===== src/rtl/mmcm_drp_sequencer_pkg.sv =====
// Shared definitions for the MMCM DRP reconfiguration sequencer.
//  - bit positions of the 64-bit reconfig_to_pll / reconfig_from_pll buses
//  - sequencer state enum
//  - latched DRP entry payload
//  - read-modify-write merge helper
package mmcm_drp_sequencer_pkg;

  localparam int unsigned DATA_W = 16;
  localparam int unsigned ADDR_W = 7;
  localparam int unsigned BUS_W  = 64;

  // reconfig_to_pll bit positions
  localparam int unsigned DI_LSB    = 0;
  localparam int unsigned DADDR_LSB = 16;
  localparam int unsigned DEN       = 23;
  localparam int unsigned DWE       = 24;
  localparam int unsigned RST       = 25;
  localparam int unsigned DCLK      = 26;
  localparam int unsigned PAD_LSB   = 27;

  // reconfig_from_pll bit positions
  localparam int unsigned DO_LSB = 0;
  localparam int unsigned DRDY   = 16;
  localparam int unsigned LOCKED = 17;

  typedef enum logic [2:0] {
    IDLE,
    FETCH,
    RD,
    RD_WAIT,
    WR,
    WR_WAIT,
    HOLD,
    LOCK_WAIT
  } state_e;

  typedef struct packed {
    logic [ADDR_W-1:0] addr;
    logic [DATA_W-1:0] mask;
    logic [DATA_W-1:0] data;
    logic              last;
  } drp_entry_t;

  // Mask bit 1 keeps the current register bit, 0 takes the new data bit.
  function automatic logic [DATA_W-1:0] drp_rmw(input logic [DATA_W-1:0] cur,
                                               input logic [DATA_W-1:0] mask,
                                               input logic [DATA_W-1:0] data);
    return (cur & mask) | (data & ~mask);
  endfunction

endpackage


===== src/rtl/mmcm_drp_sequencer_sync_2ff.sv =====
// Two-flop synchronizer for the MMCM locked indication.
//  clk  : destination clock
//  rst  : synchronous active-high reset, clears both stages
//  d    : asynchronous input
//  q    : synchronized output (2 clk latency)
module mmcm_drp_sequencer_sync_2ff (
  input  logic clk,
  input  logic rst,
  input  logic d,
  output logic q
);

  logic meta;

  always_ff @(posedge clk) begin
    if (rst) begin
      meta <= 1'b0;
      q    <= 1'b0;
    end else begin
      meta <= d;
      q    <= meta;
    end
  end

endmodule


===== src/rtl/mmcm_drp_sequencer.sv =====
// DRP read-modify-write sequencer for the HDMI pixel-clock MMCM.
// Accepts (addr, mask, data, last) entries, applies each to the MMCM over DRP
// with the MMCM held in reset, then releases reset and waits for lock.
//  clk, rst            : clock and synchronous active-high reset
//  cfg_valid/cfg_ready : entry handshake (accept on valid & ready)
//  cfg_addr/mask/data  : DRP entry; mask bit 1 keeps, 0 replaces with data
//  cfg_last            : final entry of the reconfiguration
//  busy                : sequence in progress
//  done / err          : one-cycle completion / timeout pulses
//  reconfig_to_pll     : di, daddr, den, dwe, rst_mmcm, dclk; upper bits zero
//  reconfig_from_pll   : do, drdy, locked; upper bits ignored
module mmcm_drp_sequencer
  import mmcm_drp_sequencer_pkg::*;
#(
  parameter int unsigned DRDY_TIMEOUT = 255,
  parameter int unsigned LOCK_TIMEOUT = 1048575,
  parameter int unsigned RST_HOLD     = 16
) (
  input  logic              clk,
  input  logic              rst,
  input  logic              cfg_valid,
  output logic              cfg_ready,
  input  logic [ADDR_W-1:0] cfg_addr,
  input  logic [DATA_W-1:0] cfg_mask,
  input  logic [DATA_W-1:0] cfg_data,
  input  logic              cfg_last,
  output logic              busy,
  output logic              done,
  output logic              err,
  output logic [BUS_W-1:0]  reconfig_to_pll,
  input  logic [BUS_W-1:0]  reconfig_from_pll
);

  localparam int unsigned TMO_MAX = (DRDY_TIMEOUT > LOCK_TIMEOUT) ? DRDY_TIMEOUT : LOCK_TIMEOUT;
  localparam int unsigned CNT_W   = $clog2(TMO_MAX + 1);

  // RD_WAIT/WR_WAIT see DRDY_TIMEOUT+1 cycles; HOLD and LOCK_WAIT last exactly
  // RST_HOLD / LOCK_TIMEOUT cycles because the count includes the zero cycle.
  localparam logic [CNT_W-1:0] DRDY_LOAD = CNT_W'(DRDY_TIMEOUT);
  localparam logic [CNT_W-1:0] HOLD_LOAD = CNT_W'(RST_HOLD - 1);
  localparam logic [CNT_W-1:0] LOCK_LOAD = CNT_W'(LOCK_TIMEOUT - 1);

  state_e            state;
  drp_entry_t        entry;
  logic [CNT_W-1:0]  cnt;
  logic              den;
  logic              dwe;
  logic              rst_mmcm;
  logic              done_r;
  logic              err_r;
  logic [ADDR_W-1:0] daddr;
  logic [DATA_W-1:0] di;

  logic [DATA_W-1:0] drp_do;
  logic              drdy;
  logic              locked;
  logic              lock_sync;
  logic              accept;
  logic              cnt_zero;
  drp_entry_t        cfg_entry;
  logic              unused_from_pll;

  assign drp_do   = reconfig_from_pll[DO_LSB +: DATA_W];
  assign drdy     = reconfig_from_pll[DRDY];
  assign locked   = reconfig_from_pll[LOCKED];
  assign accept   = cfg_valid & cfg_ready;
  assign cnt_zero = (cnt == '0);

  assign unused_from_pll = ^reconfig_from_pll[BUS_W-1:LOCKED+1];

  assign cfg_entry = '{addr: cfg_addr, mask: cfg_mask, data: cfg_data, last: cfg_last};

  mmcm_drp_sequencer_sync_2ff u_lock_sync (
    .clk (clk),
    .rst (rst),
    .d   (locked),
    .q   (lock_sync)
  );

  // Sequencer FSM with registered bus and status outputs
  always_ff @(posedge clk) begin
    if (rst) begin
      state     <= IDLE;
      entry     <= '0;
      cnt       <= '0;
      cfg_ready <= 1'b0;
      busy      <= 1'b0;
      done_r    <= 1'b0;
      err_r     <= 1'b0;
      den       <= 1'b0;
      dwe       <= 1'b0;
      rst_mmcm  <= 1'b0;
      daddr     <= '0;
      di        <= '0;
    end else begin
      done_r <= 1'b0;
      err_r  <= 1'b0;
      case (state)
        IDLE: begin
          if (accept) begin
            entry     <= cfg_entry;
            daddr     <= cfg_addr;
            den       <= 1'b1;
            dwe       <= 1'b0;
            rst_mmcm  <= 1'b1;
            busy      <= 1'b1;
            cfg_ready <= 1'b0;
            state     <= RD;
          end else begin
            cfg_ready <= 1'b1;
          end
        end

        // Between entries: MMCM stays in reset for as long as the source stalls
        FETCH: begin
          if (accept) begin
            entry     <= cfg_entry;
            daddr     <= cfg_addr;
            den       <= 1'b1;
            dwe       <= 1'b0;
            cfg_ready <= 1'b0;
            state     <= RD;
          end else begin
            cfg_ready <= 1'b1;
          end
        end

        // drdy is not looked at here: a response in the den cycle is not valid
        RD: begin
          den   <= 1'b0;
          cnt   <= DRDY_LOAD;
          state <= RD_WAIT;
        end

        RD_WAIT: begin
          if (drdy) begin
            di    <= drp_rmw(drp_do, entry.mask, entry.data);
            daddr <= entry.addr;
            den   <= 1'b1;
            dwe   <= 1'b1;
            state <= WR;
          end else if (cnt_zero) begin
            rst_mmcm  <= 1'b0;
            busy      <= 1'b0;
            err_r     <= 1'b1;
            cfg_ready <= 1'b1;
            state     <= IDLE;
          end else begin
            cnt <= cnt - CNT_W'(1);
          end
        end

        WR: begin
          den   <= 1'b0;
          dwe   <= 1'b0;
          cnt   <= DRDY_LOAD;
          state <= WR_WAIT;
        end

        WR_WAIT: begin
          if (drdy) begin
            if (entry.last) begin
              cnt   <= HOLD_LOAD;
              state <= HOLD;
            end else begin
              cfg_ready <= 1'b1;
              state     <= FETCH;
            end
          end else if (cnt_zero) begin
            rst_mmcm  <= 1'b0;
            busy      <= 1'b0;
            err_r     <= 1'b1;
            cfg_ready <= 1'b1;
            state     <= IDLE;
          end else begin
            cnt <= cnt - CNT_W'(1);
          end
        end

        HOLD: begin
          if (cnt_zero) begin
            rst_mmcm <= 1'b0;
            cnt      <= LOCK_LOAD;
            state    <= LOCK_WAIT;
          end else begin
            cnt <= cnt - CNT_W'(1);
          end
        end

        LOCK_WAIT: begin
          if (lock_sync) begin
            done_r    <= 1'b1;
            busy      <= 1'b0;
            cfg_ready <= 1'b1;
            state     <= IDLE;
          end else if (cnt_zero) begin
            err_r     <= 1'b1;
            busy      <= 1'b0;
            cfg_ready <= 1'b1;
            state     <= IDLE;
          end else begin
            cnt <= cnt - CNT_W'(1);
          end
        end

        default: begin
          state <= IDLE;
        end
      endcase
    end
  end

  // Pulses are suppressed for the whole cycle in which reset is asserted
  assign done = done_r & ~rst;
  assign err  = err_r & ~rst;

  // Bus assembly; dclk is the system clock forwarded to the MMCM
  always_comb begin
    reconfig_to_pll                        = '0;
    reconfig_to_pll[DI_LSB +: DATA_W]      = di;
    reconfig_to_pll[DADDR_LSB +: ADDR_W]   = daddr;
    reconfig_to_pll[DEN]                   = den;
    reconfig_to_pll[DWE]                   = dwe;
    reconfig_to_pll[RST]                   = rst_mmcm;
    reconfig_to_pll[DCLK]                  = clk;
  end

endmodule


===== config.mk =====
export PLATFORM = sky130hd
export DESIGN_NAME = mmcm_drp_sequencer
export DESIGN_NICKNAME = d
export VERILOG_FILES = /design/src/rtl/mmcm_drp_sequencer_pkg.sv /design/src/rtl/mmcm_drp_sequencer_sync_2ff.sv /design/src/rtl/mmcm_drp_sequencer.sv
export SDC_FILE = /design/constraint.sdc
export NUM_CORES = 1
export LEC_CHECK = 0
export CORE_MARGIN = 1.5
export CORE_UTILIZATION = 30
export DETAILED_ROUTE_END_ITERATION = 16
export GPL_ROUTABILITY_DRIVEN = 0
export PLACE_DENSITY = 0.6
export RECOVER_POWER = 100
export SLEW_MARGIN = 20
export SYNTH_ARGS = -nofsm -noshare
export SYNTH_HDL_FRONTEND = slang
export SYNTH_SLANG_ARGS = --single-unit

===== constraint.sdc =====
create_clock -name clk -period 3.75 [get_ports clk]
set_input_delay 0.75 -clock clk [delete_from_list [all_inputs] [get_ports clk]]
set_output_delay 0.75 -clock clk [all_outputs]
set_load 0.02 [all_outputs]

### Word level (Yosys, flattened, before mapping)

Cells that the tools add are included.

* shifts and indexed selects: 0
* reduce and logical (&&, ||, !) cells: 23
* $add $sub $neg: 1
* bitwise gates (word level): 9
* equal/unequal tests: 16
* $mul: 0
* divide/modulo/power cells: 0
* $lt $le $gt $ge: 0
* multiplexer cells: 42

Operator list (count)
* two-way mux 20 bit: 6
* case mux 20 bit (5 select lines): 1
* bitwise AND 16 bit: 2
* two-way mux 3 bit: 7
* case mux 3 bit (7 select lines): 1
* zero test 20 bit: 1
* subtractor 20 x 1 -> 20 bit, second input constant: 1
* two-way mux 1 bit: 18
* AND reduction 3 bit: 6
* inverter 16 bit: 1
* bitwise OR 16 bit: 1
* two-way mux 7 bit: 2
* case mux 7 bit (2 select lines): 1
* == test 3 bit, second input constant: 4
* != test 2 bit, second input constant: 6
* case mux 1 bit (3 select lines): 4
* nonzero test 3 bit: 4
* OR reduction 2 bit: 4
* == test 3 x 2 -> 1 bit, second input constant: 2
* != test 3 bit, second input constant: 2
* AND reduction 2 bit: 3
* nonzero test 5 bit: 1
* case mux 1 bit (4 select lines): 1
* AND reduction 4 bit: 1
* other kinds (8): 11

* input bits: 107
* register bits after elaboration: 95
* ROM bits: 0
* latch bits: 0
* output and inout bits: 68
* RAM bits: 0
* memories kept: 0

### Logic depth before layout (Yosys ltp)

* depth in word-level cells: 4
* depth in mapped cells: 13

### Cells and area by module

Synthesis repeated with hierarchy kept, for this count alone.

* cells, all modules: 593
* area, all modules: 4720.8 µm²

Modules (own cells, without submodules)
* mmcm_drp_sequencer: cells an instance 589, instances 1, sequential area each 1861.8 µm², area each 4668.2 µm²
* mmcm_drp_sequencer_sync_2ff: cells an instance 4, instances 1, sequential area each 40.0 µm², area each 52.6 µm²

==> metrics.csv <==
stage;metric;value;unit
run_status;status;complete, but fails checks;
run_status;violations;capacitance limit, slew limit;
clocking;tritoncts;built;
floorplanning;num_rows;46;
timing;slew_headroom;-37.5;%
placement;dp_slack;0.617;ns
drt;avgViaCountPerCell;4.85;
worst_setup_path;crit_arrival;2.76;ns
pwr;switching_share;40.7;%
synthesis;ys_async_sr_fraction;0;%
synthesis;syn_avg_cell_area;7.85;um^2
drt;antenna_left;0;
floorplanning;core_area;15800;um^2
synthesis;synth.area.top_cells;dfxtp_1 40%, nand2_1 8.4%, a21oi_1 7.6%, buf_4 6.4%, mux2i_1 5.2%;
finish;nNetsFinal;792;
pwr;internal_power;2.47;mW
finish;fill_cells;1672;
pwr;power_density;681;nW/um^2
timing;fin_ws;0.239;ns
timing;final-setup-viol-count;0;
pwr;p_leak;2.30;nW
finish;diodes;0;
synthesis;yosysWarnings;0;
worst_setup_path;worstSetupPathType;clk -> out;
worst_setup_path;crit_path_end_kind;output pin;
finish;final_cells;903;
finish;drive_above_1_share;4.95;%
global_routing;grt_max_degree;45;
placement;port_buffers;91;
clocking;postCtsSetupRepairBufs;0;
floorplanning;die-area;16800;um^2
timing;rsz0062_at_grt;false;
clocking;clk_pin_slew;0.07;ns
pwr;p_comb_share;42.0;%
drt;wirelength;12500;um
drt;first_iter_violations;373;
synthesis;netlist_instances;612;
global_routing;track_usage;15.4;%
timing;skew;0.00911;ns
pwr;total_power;4.16;mW
floorplanning;initial_core_util;30.5;%
pwr;switching_power;1.69;mW
run;drv_cap;2;
synthesis;synth_cell_types;58;
drt;drt-wirelength-per-cell;13.9;um
pwr;p_clk_share;27.9;%
synthesis;yosysTopAreaCell;dfxtp_1;
synthesis;synth_area;4810;um^2
placement;numPlacedInstances;884;
floorplanning;dieWidth;130;um
timing;finalHoldViolations;0;
global_routing;grt_pass1_wl;20000;um
worst_setup_path;path_max_fanout;2;
pwr;vdd_drop_max;291;uV
worst_setup_path;worstSetupStartpointType;clock port;
synthesis;synth-edff-count;0;
finish;syn_to_final_growth;27.1;%
synthesis;yosys.area.top_type_share;39.6;%
timing;slew_violations;86;
timing;fin_tns_setup;0;ns
floorplanning;die_h;130;um
pwr;seq_power_share;30.1;%
drt;first_pass_iters;4;
global_routing;grt_pass1_vias;3962;
global_routing;grt_overflow_total;0;
placement;dpl.hpwl;8430;um
clocking;cts_resized;0;
drt;vias;4380;
synthesis;synth-main-ff-cell;dfxtp_1;
floorplanning;ios;175;
clocking;clk_latency;0.47;ns
clocking;ctsHoldBuffers;0;
worst_hold_path;hold_path.class;reg -> reg;
timing;tightest_slew;2.06;ns
worst_setup_path;critPathRequiredTime;3.00;ns
drt;drc_errors;0;
synthesis;ys_seq_elements;95;
synthesis;synth-seq-area-share;39.6;%
global_routing;antenna_found_initial;0;
==> path summary, 6_finish.rpt <==
| path | from | cells past startpoint | slack (ns) | endpoint |
|---|---|---|---|---|
| max | clk | 3 | 0.24 | reconfig_to_pll[26] |
| min | entry[33] | 2 | 0.45 | entry[33] |
| max reg2reg | cnt[0] | 8 | 0.46 | cnt[7] |
| min reg2reg | entry[33] | 2 | 0.45 | entry[33] |
==> through the flow <==
stage                     instance area [um^2]  util (%)  hold WS [ns]
after floorplan                           4940         -         0.414
after global placement                    5740      36.4         0.422
after detailed placement                  5740      36.4         0.446
after CTS                                 6140      38.9         0.457
after global routing                      6110      38.7         0.475
final                                     6110      38.7         0.453
==> power by group through the flow <==
stage | Sequential (mW) | Combinational, mW | Clock (mW)
floorplan | 1.25 | 1.36 | 0.0312
global placement | 1.27 | 1.76 | 0.0358
detailed placement | 1.27 | 1.75 | 0.0358
CTS | 1.25 | 1.76 | 1.20
global route | 1.27 | 1.96 | 1.24
finish | 1.25 | 1.75 | 1.16
==> cell usage in the layout, fill, tap and decap left out, types with 4 or more instances in the layout <==
cell / netlist / layout
nand4_1: 4 / 4
or3_1: 7 / 7
nor2b_1: 5 / 5
or4_1: 5 / 6
nand2b_1: 4 / 4
a211oi_1: 33 / 33
conb_1: 1 / 37
mux2i_1: 25 / 25
dfxtp_1: 95 / 95
dlygate4sd3_1: 0 / 31
a31oi_1: 5 / 5
nor4_1: 10 / 10
clkdlybuf4s50_1: 0 / 59
nor3_1: 15 / 14
inv_1: 8 / 8
a21oi_1: 73 / 73
nand2_1: 108 / 108
nand3_1: 8 / 8
clkbuf_16: 0 / 12
nor3b_1: 5 / 5
buf_4: 41 / 7
o21ai_0: 17 / 17
nor2_1: 49 / 48
==> logic make-up after synthesis <==
| family | share of synthesized area, % |
|---|---|
| and+or+nand+nor | 22.7 |
| AOI/OAI and AO/OA | 20.7 |
| DFF | 39.6 |
| buffers and inverters | 10.6 |
| muxes | 5.21 |
| adders and majority gates | 0.937 |
| other | 0.0780 |
| xor gates and xnor gates | 0.182 |
==> registers in the layout (all words and copies together) (netlist names), 3 cells and up <==
register,flops
cnt,20
di,16
entry,40
state,3
daddr,7
==> per-layer routing <==
| layer | GRT usage [%] | up-vias | share of wire, % |
|---|---|---|---|
| li1 | - | 2236 | - |
| met1 | 19.7 | 1999 | 46 |
| met2 | 23.7 | 131 | 46 |
| met3 | 5.53 | 14 | 6.1 |
| met4 | 5.69 | 0 | 1.7 |
| met5 | 0 | - | 0 |
==> synth_stat cells (2+ instances only) <==
| master | n |
|---|---|
| nor2b_1 | 5 |
| o211ai_1 | 2 |
| a211o_1 | 2 |
| a21o_1 | 2 |
| or4_4 | 2 |
| a311oi_1 | 2 |
| nand4_1 | 4 |
| a211oi_1 | 33 |
| or4_1 | 5 |
| a32oi_1 | 3 |
| buf_4 | 41 |
| nand2_1 | 108 |
| clkbuf_1 | 39 |
| o22ai_1 | 3 |
| inv_1 | 8 |
| nand2b_1 | 4 |
| o21ai_0 | 17 |
| nor2_1 | 49 |
| or3_1 | 7 |
| a21oi_1 | 73 |
| o221ai_1 | 3 |
| a221oi_1 | 3 |
| dfxtp_1 | 95 |
| mux2i_1 | 25 |
| a31oi_1 | 5 |
| and2_1 | 4 |
| nand3_1 | 8 |
| ha_1 | 2 |
| nor3b_1 | 5 |
| nor4b_1 | 2 |
| nor3_1 | 15 |
| nor4_1 | 10 |
==> critical path, cell delays in order <==
cell and delay (ns):
clkbuf_16 0.12, clkbuf_16 0.12, dlygate4sd3_1 0.64
==> layout make-up <==
| type | count | area, um^2 | share of cell area [%] |
|---|---|---|---|
| repair buffers | 102 | 970 | 15.9 |
| multi-input cells | 460 | 2530 | 41.4 |
| clock inverters | 5 | 63.8 | 1.04 |
| clock buffers | 15 | 338 | 5.53 |
| well taps | 216 | 270 | 4.42 |
| inverters | 10 | 37.5 | 0.614 |
| flip-flops and latches | 95 | 1900 | 31.1 |
(Power assumes the default switching activity.)
